File: config.mk
export PLATFORM = sky130hd
export DESIGN_NAME = lfsr_share_ctrl_flat
export DESIGN_NICKNAME = d
export VERILOG_FILES = /design/src/rtl/lfsr_share_ctrl_pkg.sv /design/src/rtl/lfsr_share_ctrl_if.sv /design/src/rtl/lfsr_share_ctrl_lfsr8_step.sv /design/src/rtl/lfsr_share_ctrl.sv /design/src/flat_wrapper.sv
export SDC_FILE = /design/constraint.sdc
export NUM_CORES = 1
export LEC_CHECK = 0
export BUFFER_PORTS_ARGS = -buffer_cell sky130_fd_sc_hd__buf_2
export CAP_MARGIN = 30
export CORE_ASPECT_RATIO = 0.9
export CORE_UTILIZATION = 32
export CTS_CLUSTER_DIAMETER = 100
export DETAILED_ROUTE_END_ITERATION = 12
export PLACE_DENSITY = 0.55
export SYNTH_ARGS = -nofsm -noshare
export SYNTH_HDL_FRONTEND = slang
export SYNTH_HIERARCHICAL = 1
export SYNTH_SLANG_ARGS = --single-unit
File: constraint.sdc
create_clock -name clk -period 2.91 [get_ports clk]
set_input_delay 0.291 -clock clk [delete_from_list [all_inputs] [get_ports clk]]
set_output_delay 0.291 -clock clk [all_outputs]
set_load 0.03 [all_outputs]
File: src/rtl/lfsr_share_ctrl_pkg.sv
// Shared constants and types for the shared-LFSR random byte controller.
package lfsr_pkg;

  localparam int         LFSR_W   = 8;
  // Feedback taps at bits 4, 3, 2 and 0.
  localparam logic [7:0] TAP_MASK = 8'h1D;
  // Substituted for a zero seed, which would otherwise lock the LFSR at zero.
  localparam logic [7:0] ZERO_SUB = 8'h01;

  typedef enum logic {
    ST_IDLE   = 1'b0,
    ST_WARMUP = 1'b1
  } fsm_e;

endpackage

File: src/rtl/lfsr_share_ctrl_if.sv
// Request/grant bus between the random-byte consumers and the controller.
// Handshake: a requester raises req[i] and holds it until it sees gnt[i];
// gnt is a one-cycle registered pulse and rnd_data is valid in that same
// cycle. Dropping req[i] before its grant withdraws the request. A load
// strobe takes priority over all requests in the cycle it is sampled.
interface lfsr_share_ctrl_if #(
  parameter int NREQ = 2
) ();
  import lfsr_pkg::*;

  logic            load;
  logic [7:0]      seed;
  logic [NREQ-1:0] req;
  logic [NREQ-1:0] gnt;
  logic [7:0]      rnd_data;
  logic            busy;
  fsm_e            dbg_state;

  modport master (
    output load, seed, req,
    input  gnt, rnd_data, busy, dbg_state
  );

  modport slave (
    input  load, seed, req,
    output gnt, rnd_data, busy, dbg_state
  );
endinterface

File: src/rtl/lfsr_share_ctrl_lfsr8_step.sv
// One step of the 8-bit Fibonacci LFSR: shift left, feedback into bit 0.
module lfsr8_step
  import lfsr_pkg::*;
(
  input  logic [7:0] cur,
  output logic [7:0] nxt
);

  // Feedback is the XOR of the tapped bits.
  always_comb begin
    nxt = {cur[6:0], ^(cur & TAP_MASK)};
  end

endmodule

File: src/rtl/lfsr_share_ctrl.sv
// Shares one LFSR between NREQ requesters with round-robin arbitration,
// with seed load and a post-load warm-up of free-running steps.
module lfsr_share_ctrl
  import lfsr_pkg::*;
#(
  parameter int         NREQ       = 2,
  parameter int         WARMUP     = 8,
  parameter logic [7:0] RESET_SEED = 8'h01
) (
  input  logic               clk,
  input  logic               rst,
  lfsr_share_ctrl_if.slave   bus
);

  localparam int         PW         = (NREQ > 1) ? $clog2(NREQ) : 1;
  localparam logic [7:0] WARM_INIT  = 8'(WARMUP);
  localparam fsm_e       LOAD_STATE = (WARMUP > 0) ? ST_WARMUP : ST_IDLE;
  localparam logic [NREQ-1:0] ONE_HOT0 = {{(NREQ-1){1'b0}}, 1'b1};

  fsm_e            state;
  fsm_e            state_nxt;
  logic [7:0]      lfsr;
  logic [7:0]      lfsr_stepped;
  logic [7:0]      warm_cnt;
  logic [PW-1:0]   rr_ptr;
  logic [PW-1:0]   rr_nxt;
  logic [PW-1:0]   win_idx;
  logic [PW-1:0]   scan_idx;
  logic            win_found;
  logic            grant_en;
  logic            busy_c;
  logic [NREQ-1:0] gnt_q;
  logic [7:0]      rnd_q;

  lfsr8_step u_step (
    .cur (lfsr),
    .nxt (lfsr_stepped)
  );

  // Round-robin search: first set request at or above rr_ptr, wrapping.
  always_comb begin
    win_found = 1'b0;
    win_idx   = '0;
    scan_idx  = '0;
    for (int i = 0; i < NREQ; i++) begin
      scan_idx = PW'((int'(rr_ptr) + i) % NREQ);
      if (!win_found && bus.req[scan_idx]) begin
        win_found = 1'b1;
        win_idx   = scan_idx;
      end
    end
    rr_nxt = (int'(win_idx) == NREQ - 1) ? '0 : win_idx + 1'b1;
  end

  // FSM state register.
  always_ff @(posedge clk or negedge rst) begin
    if (!rst) state <= ST_IDLE;
    else      state <= state_nxt;
  end

  // FSM next state: load restarts warm-up from anywhere; warm-up ends on its last step.
  always_comb begin
    state_nxt = state;
    if (bus.load) begin
      state_nxt = LOAD_STATE;
    end else if (state == ST_WARMUP && warm_cnt <= 8'd1) begin
      state_nxt = ST_IDLE;
    end
  end

  // FSM outputs: grants only from IDLE, and never in a load cycle.
  always_comb begin
    busy_c   = (state == ST_WARMUP);
    grant_en = (state == ST_IDLE) && !bus.load && win_found;
  end

  // Datapath: LFSR, warm-up count, round-robin pointer and registered grant/data.
  always_ff @(posedge clk or negedge rst) begin
    if (!rst) begin
      lfsr     <= RESET_SEED;
      warm_cnt <= 8'd0;
      rr_ptr   <= '0;
      gnt_q    <= '0;
      rnd_q    <= 8'h00;
    end else begin
      gnt_q <= '0;
      if (bus.load) begin
        lfsr     <= (bus.seed == 8'h00) ? ZERO_SUB : bus.seed;
        warm_cnt <= WARM_INIT;
      end else if (state == ST_WARMUP) begin
        lfsr     <= lfsr_stepped;
        warm_cnt <= warm_cnt - 8'd1;
      end else if (grant_en) begin
        gnt_q  <= ONE_HOT0 << win_idx;
        rnd_q  <= lfsr;
        lfsr   <= lfsr_stepped;
        rr_ptr <= rr_nxt;
      end
    end
  end

  assign bus.gnt       = gnt_q;
  assign bus.rnd_data  = rnd_q;
  assign bus.busy      = busy_c;
  assign bus.dbg_state = state;

endmodule

File: src/flat_wrapper.sv
// flat-port wrapper written by rule: the top's interface ports become plain ports
module lfsr_share_ctrl_flat import lfsr_pkg::*;
#(
  parameter int         NREQ       = 2,
  parameter int         WARMUP     = 8,
  parameter logic [7:0] RESET_SEED = 8'h01
)
  (clk, rst, bus_load, bus_seed, bus_req, bus_gnt, bus_rnd_data, bus_busy, bus_dbg_state);
  lfsr_share_ctrl_if #(.NREQ(NREQ)) bus_i ();
  input  logic clk;
  input  logic rst;
  input wire logic [$bits(bus_i.load)-1:0] bus_load;
  input wire logic [$bits(bus_i.seed)-1:0] bus_seed;
  input wire logic [$bits(bus_i.req)-1:0] bus_req;
  output wire logic [$bits(bus_i.gnt)-1:0] bus_gnt;
  output wire logic [$bits(bus_i.rnd_data)-1:0] bus_rnd_data;
  output wire logic [$bits(bus_i.busy)-1:0] bus_busy;
  output wire logic [$bits(bus_i.dbg_state)-1:0] bus_dbg_state;
  assign bus_i.load = bus_load;
  assign bus_i.seed = bus_seed;
  assign bus_i.req = bus_req;
  assign bus_gnt = bus_i.gnt;
  assign bus_rnd_data = bus_i.rnd_data;
  assign bus_busy = bus_i.busy;
  assign bus_dbg_state = bus_i.dbg_state;
  lfsr_share_ctrl #(.NREQ(NREQ), .WARMUP(WARMUP), .RESET_SEED(RESET_SEED)) u_core (.clk(clk), .rst(rst), .bus(bus_i));
endmodule
After elaboration in Yosys (flattened, before gate mapping)
Index checks and enable logic that the tools add are counted.
Widths: inputs -> output; s select.
Word-level totals
  flip-flop bits (word level): 28
  input port bits: 13
  output and inout bits: 12
  word-level logic and storage cells: 47
Cells by class
  add/subtract/negate cells: 3
  magnitude comparators: 3
  shift operators: 1
  muxes and demuxes: 20
  bitwise gates (word level): 2
  reductions and logical operators: 12
Operator list (count)
  $mux 8: 6
  $mux 1: 11
  $le 8x1->1 const B: 1
  $logic_not 8->1: 1
  $reduce_xor 8->1: 1
  $sub 8x1->8 const B: 1
  $mux 2: 3
  $logic_and 1x1->1: 4
  $lt 1x2->1 const B: 2
  $reduce_bool 2->1: 2
  $reduce_and 3->1: 1
  $reduce_bool 3->1: 1
  $add 1x1->1 const B: 2
  $logic_not 1->1: 2
  $not 1->1: 2
  $shl 1x1->2 const A: 1

Longest topological paths before layout
  depth in word-level cells: 10
  depth in mapped cells: 5
  gate-level depth less buffers: 5

Cells and area by module
The synthesis kept the hierarchy.
Modules (own cells, without submodules)
  lfsr_share_ctrl: instances 1, cells each 115, area each 1275.0 um^2
  lfsr8_step: instances 1, cells each 10, area each 78.8 um^2

Worst setup path after synthesis
OpenSTA, ideal clock, no wires.
  kind: flip-flop to flip-flop
  from: register u_core.state, in the netlist u_core/bus.busy
  to: register u_core.warm_cnt[3]
  library setup time: 0.136 ns
  arrival time: 1.534 ns
  data required time: 2.774 ns
  path slack: 1.239 ns
  stages on the path, launching flop included: 4
  buffers on the path: 0
  period minus slack after synthesis: 1.671 ns
  path through: dfrtp_1 > or4b_4 > nand2_1 > or3b_2
Between the ends
  word-level cells in the longest chain between the ends: 1
Ends and longest elaborated chain
  start: declaration: line lfsr_share_ctrl.sv:20  | fsm_e state;
  start signal: assignment: line lfsr_share_ctrl.sv:58  | else state <= state_nxt;
  $reduce_bool 2->1 (no source line)
  end signal: assignment: line lfsr_share_ctrl.sv:92  | warm_cnt <= warm_cnt - 8'd1;
  end: declaration: line lfsr_share_ctrl.sv:24  | logic [7:0] warm_cnt;
Every way passes these cells.
A chain may end at the register's enable or synchronous reset.

Worst setup path after layout
  from: register u_core.state, in the netlist u_core/bus.busy
  to: register u_core.warm_cnt[5]
The elaborated chain is that of the path after synthesis.

==> out/metrics.csv <==
stage;metric;value;unit
placement;post-detail-place hpwl;1730;µm
drt;vias post-DR;921;
placement;Setup WS pre-CTS;1130;ps
global_routing;remaining global-route overflow;0;
global_routing;first-pass GRT wire length;4090;µm
logic_synthesis;most common cell in the netlist;dfrtp_1;
worst_setup_path;Worst EP required;3100;ps
sta;period utilisation layout;61.3;%
run_status;failing checks;design-rule violations;
worst_setup_path;slowest CP cell;dfrtp_1;
logic_synthesis;register bit count reported by yosys;28;
pwr;pwr dens;959;mW/mm²
worst_setup_path;CP Capture Type;register;
clock_tree;clk root buf;clkbuf_8;
clock_tree;CTS buffer count;3;
flow_run;Max-Cap Viols;0;
sta;worst-margin pin slew;605;ps
sta;slew margin rel.;59.6;%
logic_synthesis;number of distinct library cells after synthesis;32;
placement;port bufs;24;
logic_synthesis;Area contributors post-synth;dfrtp_1, mux2_2, mux2i_1;
clock_tree;Worst-path clk slew;90;ps
placement;GP Congestion;0.769;
finish;area grow syn2layout;11.4;%
clock_tree;cts repair resizes;0;
logic_synthesis;Cell Area, Synth;0.00135;mm²
clock_tree;Hold Buf Count CTS;0;
sta;skew final;2.88;ps
logic_synthesis;Syn Nets;140;
worst_setup_path;CP Class;register to register;
floorplan;row cnt;22;
drt;initial DRC count;40;
finish;layout net count;157;
logic_synthesis;register area share after synthesis;51.8;%
global_routing;GRT Overall Usage;11.3;%
global_routing;initial antenna violation count;0;
drt;Avg Vias per Cell;4.87;
drt;DRC viols;2;
floorplan;Die W;70.6;µm
clock_tree;clock buffer depth;2;
worst_setup_path;crit-path max cell delay;590;ps
sta;RSZ-0062 raised after global routing;no;
drt;DRT antenna net count;0;
sta;Peak Freq;561;MHz
sta;setup TNS;0;ps
worst_setup_path;critical path arrival;1970;ps
logic_synthesis;Post-Syn Instances;125;
floorplan;die height;63.7;µm
worst_setup_path;crit-path cells;or4b_4 > or4_1 > a21oi_1;
worst_setup_path;Crit Path Max Fanout;14;
logic_synthesis;post-synthesis area per instance;10.8;µm²
finish;non-filler instance count after layout;189;
clock_tree;worst-skew pair later-pin latency;260;ps
worst_setup_path;largest delay contributor family on the critical path;simple AND/OR/NAND/NOR gates;
min_path;worst min path class;primary input to asynchronous set/reset pin;
clock_tree;# clock sinks;28;
logic_synthesis;Yosys warnings;6;
global_routing;pin count of the biggest net entering global routing;29;
clock_tree;H-tree depth;1;
global_routing;vias in the first global route;916;
worst_setup_path;CP startpoint kind;register;
sta;Final Max Slew Viols;0;
sta;final hold violations;0;
floorplan;I/O pin count;25;
floorplan;Core ar.;0.00407;mm²
clock_tree;setup bufs post-CTS;0;
pwr;Peak VDD IR;0.386;mV
drt;drt pass-1 iters;8;
logic_synthesis;top-area cell type share of the netlist area;49.9;%
worst_setup_path;Worst Path Buf+Inv;0;
finish;ant diodes;0;
placement;dpl cells;185;
pwr;leakage power;0.000686;µW
logic_synthesis;Post-synth top cells;dfrtp_1, nor2_1, mux2_2, nand2_1;
sta;final setup vio count;0;
finish;share of layout cells above drive strength 1;29.8;%
floorplan;Initial Util;33.2;%
run_status;status;complete, but fails checks;
sta;minimum clock period;1780;ps
clock_tree;CTS tree;built;
floorplan;die area;0.00450;mm²
sta;Setup WS post-layout;1130;ps
logic_synthesis;EDFF count, synth;0;
drt;wire per inst;12.7;µm
logic_synthesis;Synth area leader;dfrtp_1;
logic_synthesis;Post-synth ARST share;100;%
logic_synthesis;ys flop type;dfrtp_1;
drt;Post-Route WL;2400;µm
## path summary, 6_finish.rpt
path	depth (start not counted)	from	slack, ps	endpoint
max	3	u_core/bus.busy	1130	u_core/warm_cnt[5]
min	1	rst	30	u_core/warm_cnt[3]
max reg2reg	3	u_core/bus.busy	1130	u_core/warm_cnt[5]
min reg2reg	2	u_core/lfsr[7]	500	u_core/lfsr[7]
max in group asynchronous	1	rst	2490	u_core/bus.rnd_data[3]
min in group clk	3	bus_req[1]	300	u_core/bus.gnt[1]
## routing by layer
layer	track usage (%)	part of all wire, %
met4	0.750	0
met1	15.8	50
met2	19.3	47
met5	0	0
met3	1.92	3.2
## flip-flops by register name, summed over array words and instances, names as in the netlist
name,cells
u_core/bus.rnd_data,8
u_core/warm_cnt,8
u_core/bus.gnt,2
u_core/lfsr,8
u_core/bus.busy,1
u_core/rr_ptr,1
## metrics by stage
stage / total power, µW / hold WS [ps] / utilization, % / cell area, µm²
2_1_floorplan: 1130 / -4.59 / - / 1350
3_3_place_gp: 1230 / 343 / 35.9 / 1460
3_5_place_dp: 1250 / 345 / 35.9 / 1460
4_1_cts: 1470 / 41.9 / 37.0 / 1510
5_1_grt: 1560 / 73.1 / 37.0 / 1510
6_report: 1450 / 25.0 / 37.0 / 1510
## kinds of logic after synthesis
kind of cell               after synthesis  share of synthesized area [%]
and+or+nand+nor                         36                           13.9
adders and majority gates                2                           1.85
muxes                                   16                           12.7
buffers and inverters                   17                           6.93
AOI/OAI and AO/OA                       20                           8.97
xor gates and xnor gates                 6                           3.88
DFF                                     28                           51.8
## worst register-to-register path, cell delays in order, from the launching register on
cell and delay, ps:
dfrtp_1 590, or4b_4 540, or4_1 410, a21oi_1 170
## final cells by class
cell class              instances  area, µm²
well taps                      48       60.1
inverters                       4       15.0
flip-flops and latches         28        702
fillers                       425       2570
multi-input cells              80        558
repair buffers                 25        128
clock buffers                   4       45.0
## report_power, final
group | internal [µW] | switching (µW)
Sequential | 533 | 123
Clock | 97.8 | 112
Combinational | 252 | 327
Total | 883 | 563
## cells in the final DEF, fill, tap and decap left out, drive strengths merged
cell type and instances:
and4bb 1, a21oi 5, clkbuf 4, a211oi 1, a31o 1, nor3 3
a2111oi 1, buf 25, dfstp 1, nand3 1, mux2 9, o31ai 1
nor2 12, o21a 1, nor2b 1, mux2i 7, dfrtp 27, nor4 2
or4b 1, or3b 1, nand2b 3, o21bai 1, ha 2, nor4b 1
xor2 2, xnor2 4, inv 4, o21ai 8, or4 1, a41oi 1
nand2 9
(Power assumes the default switching activity.)
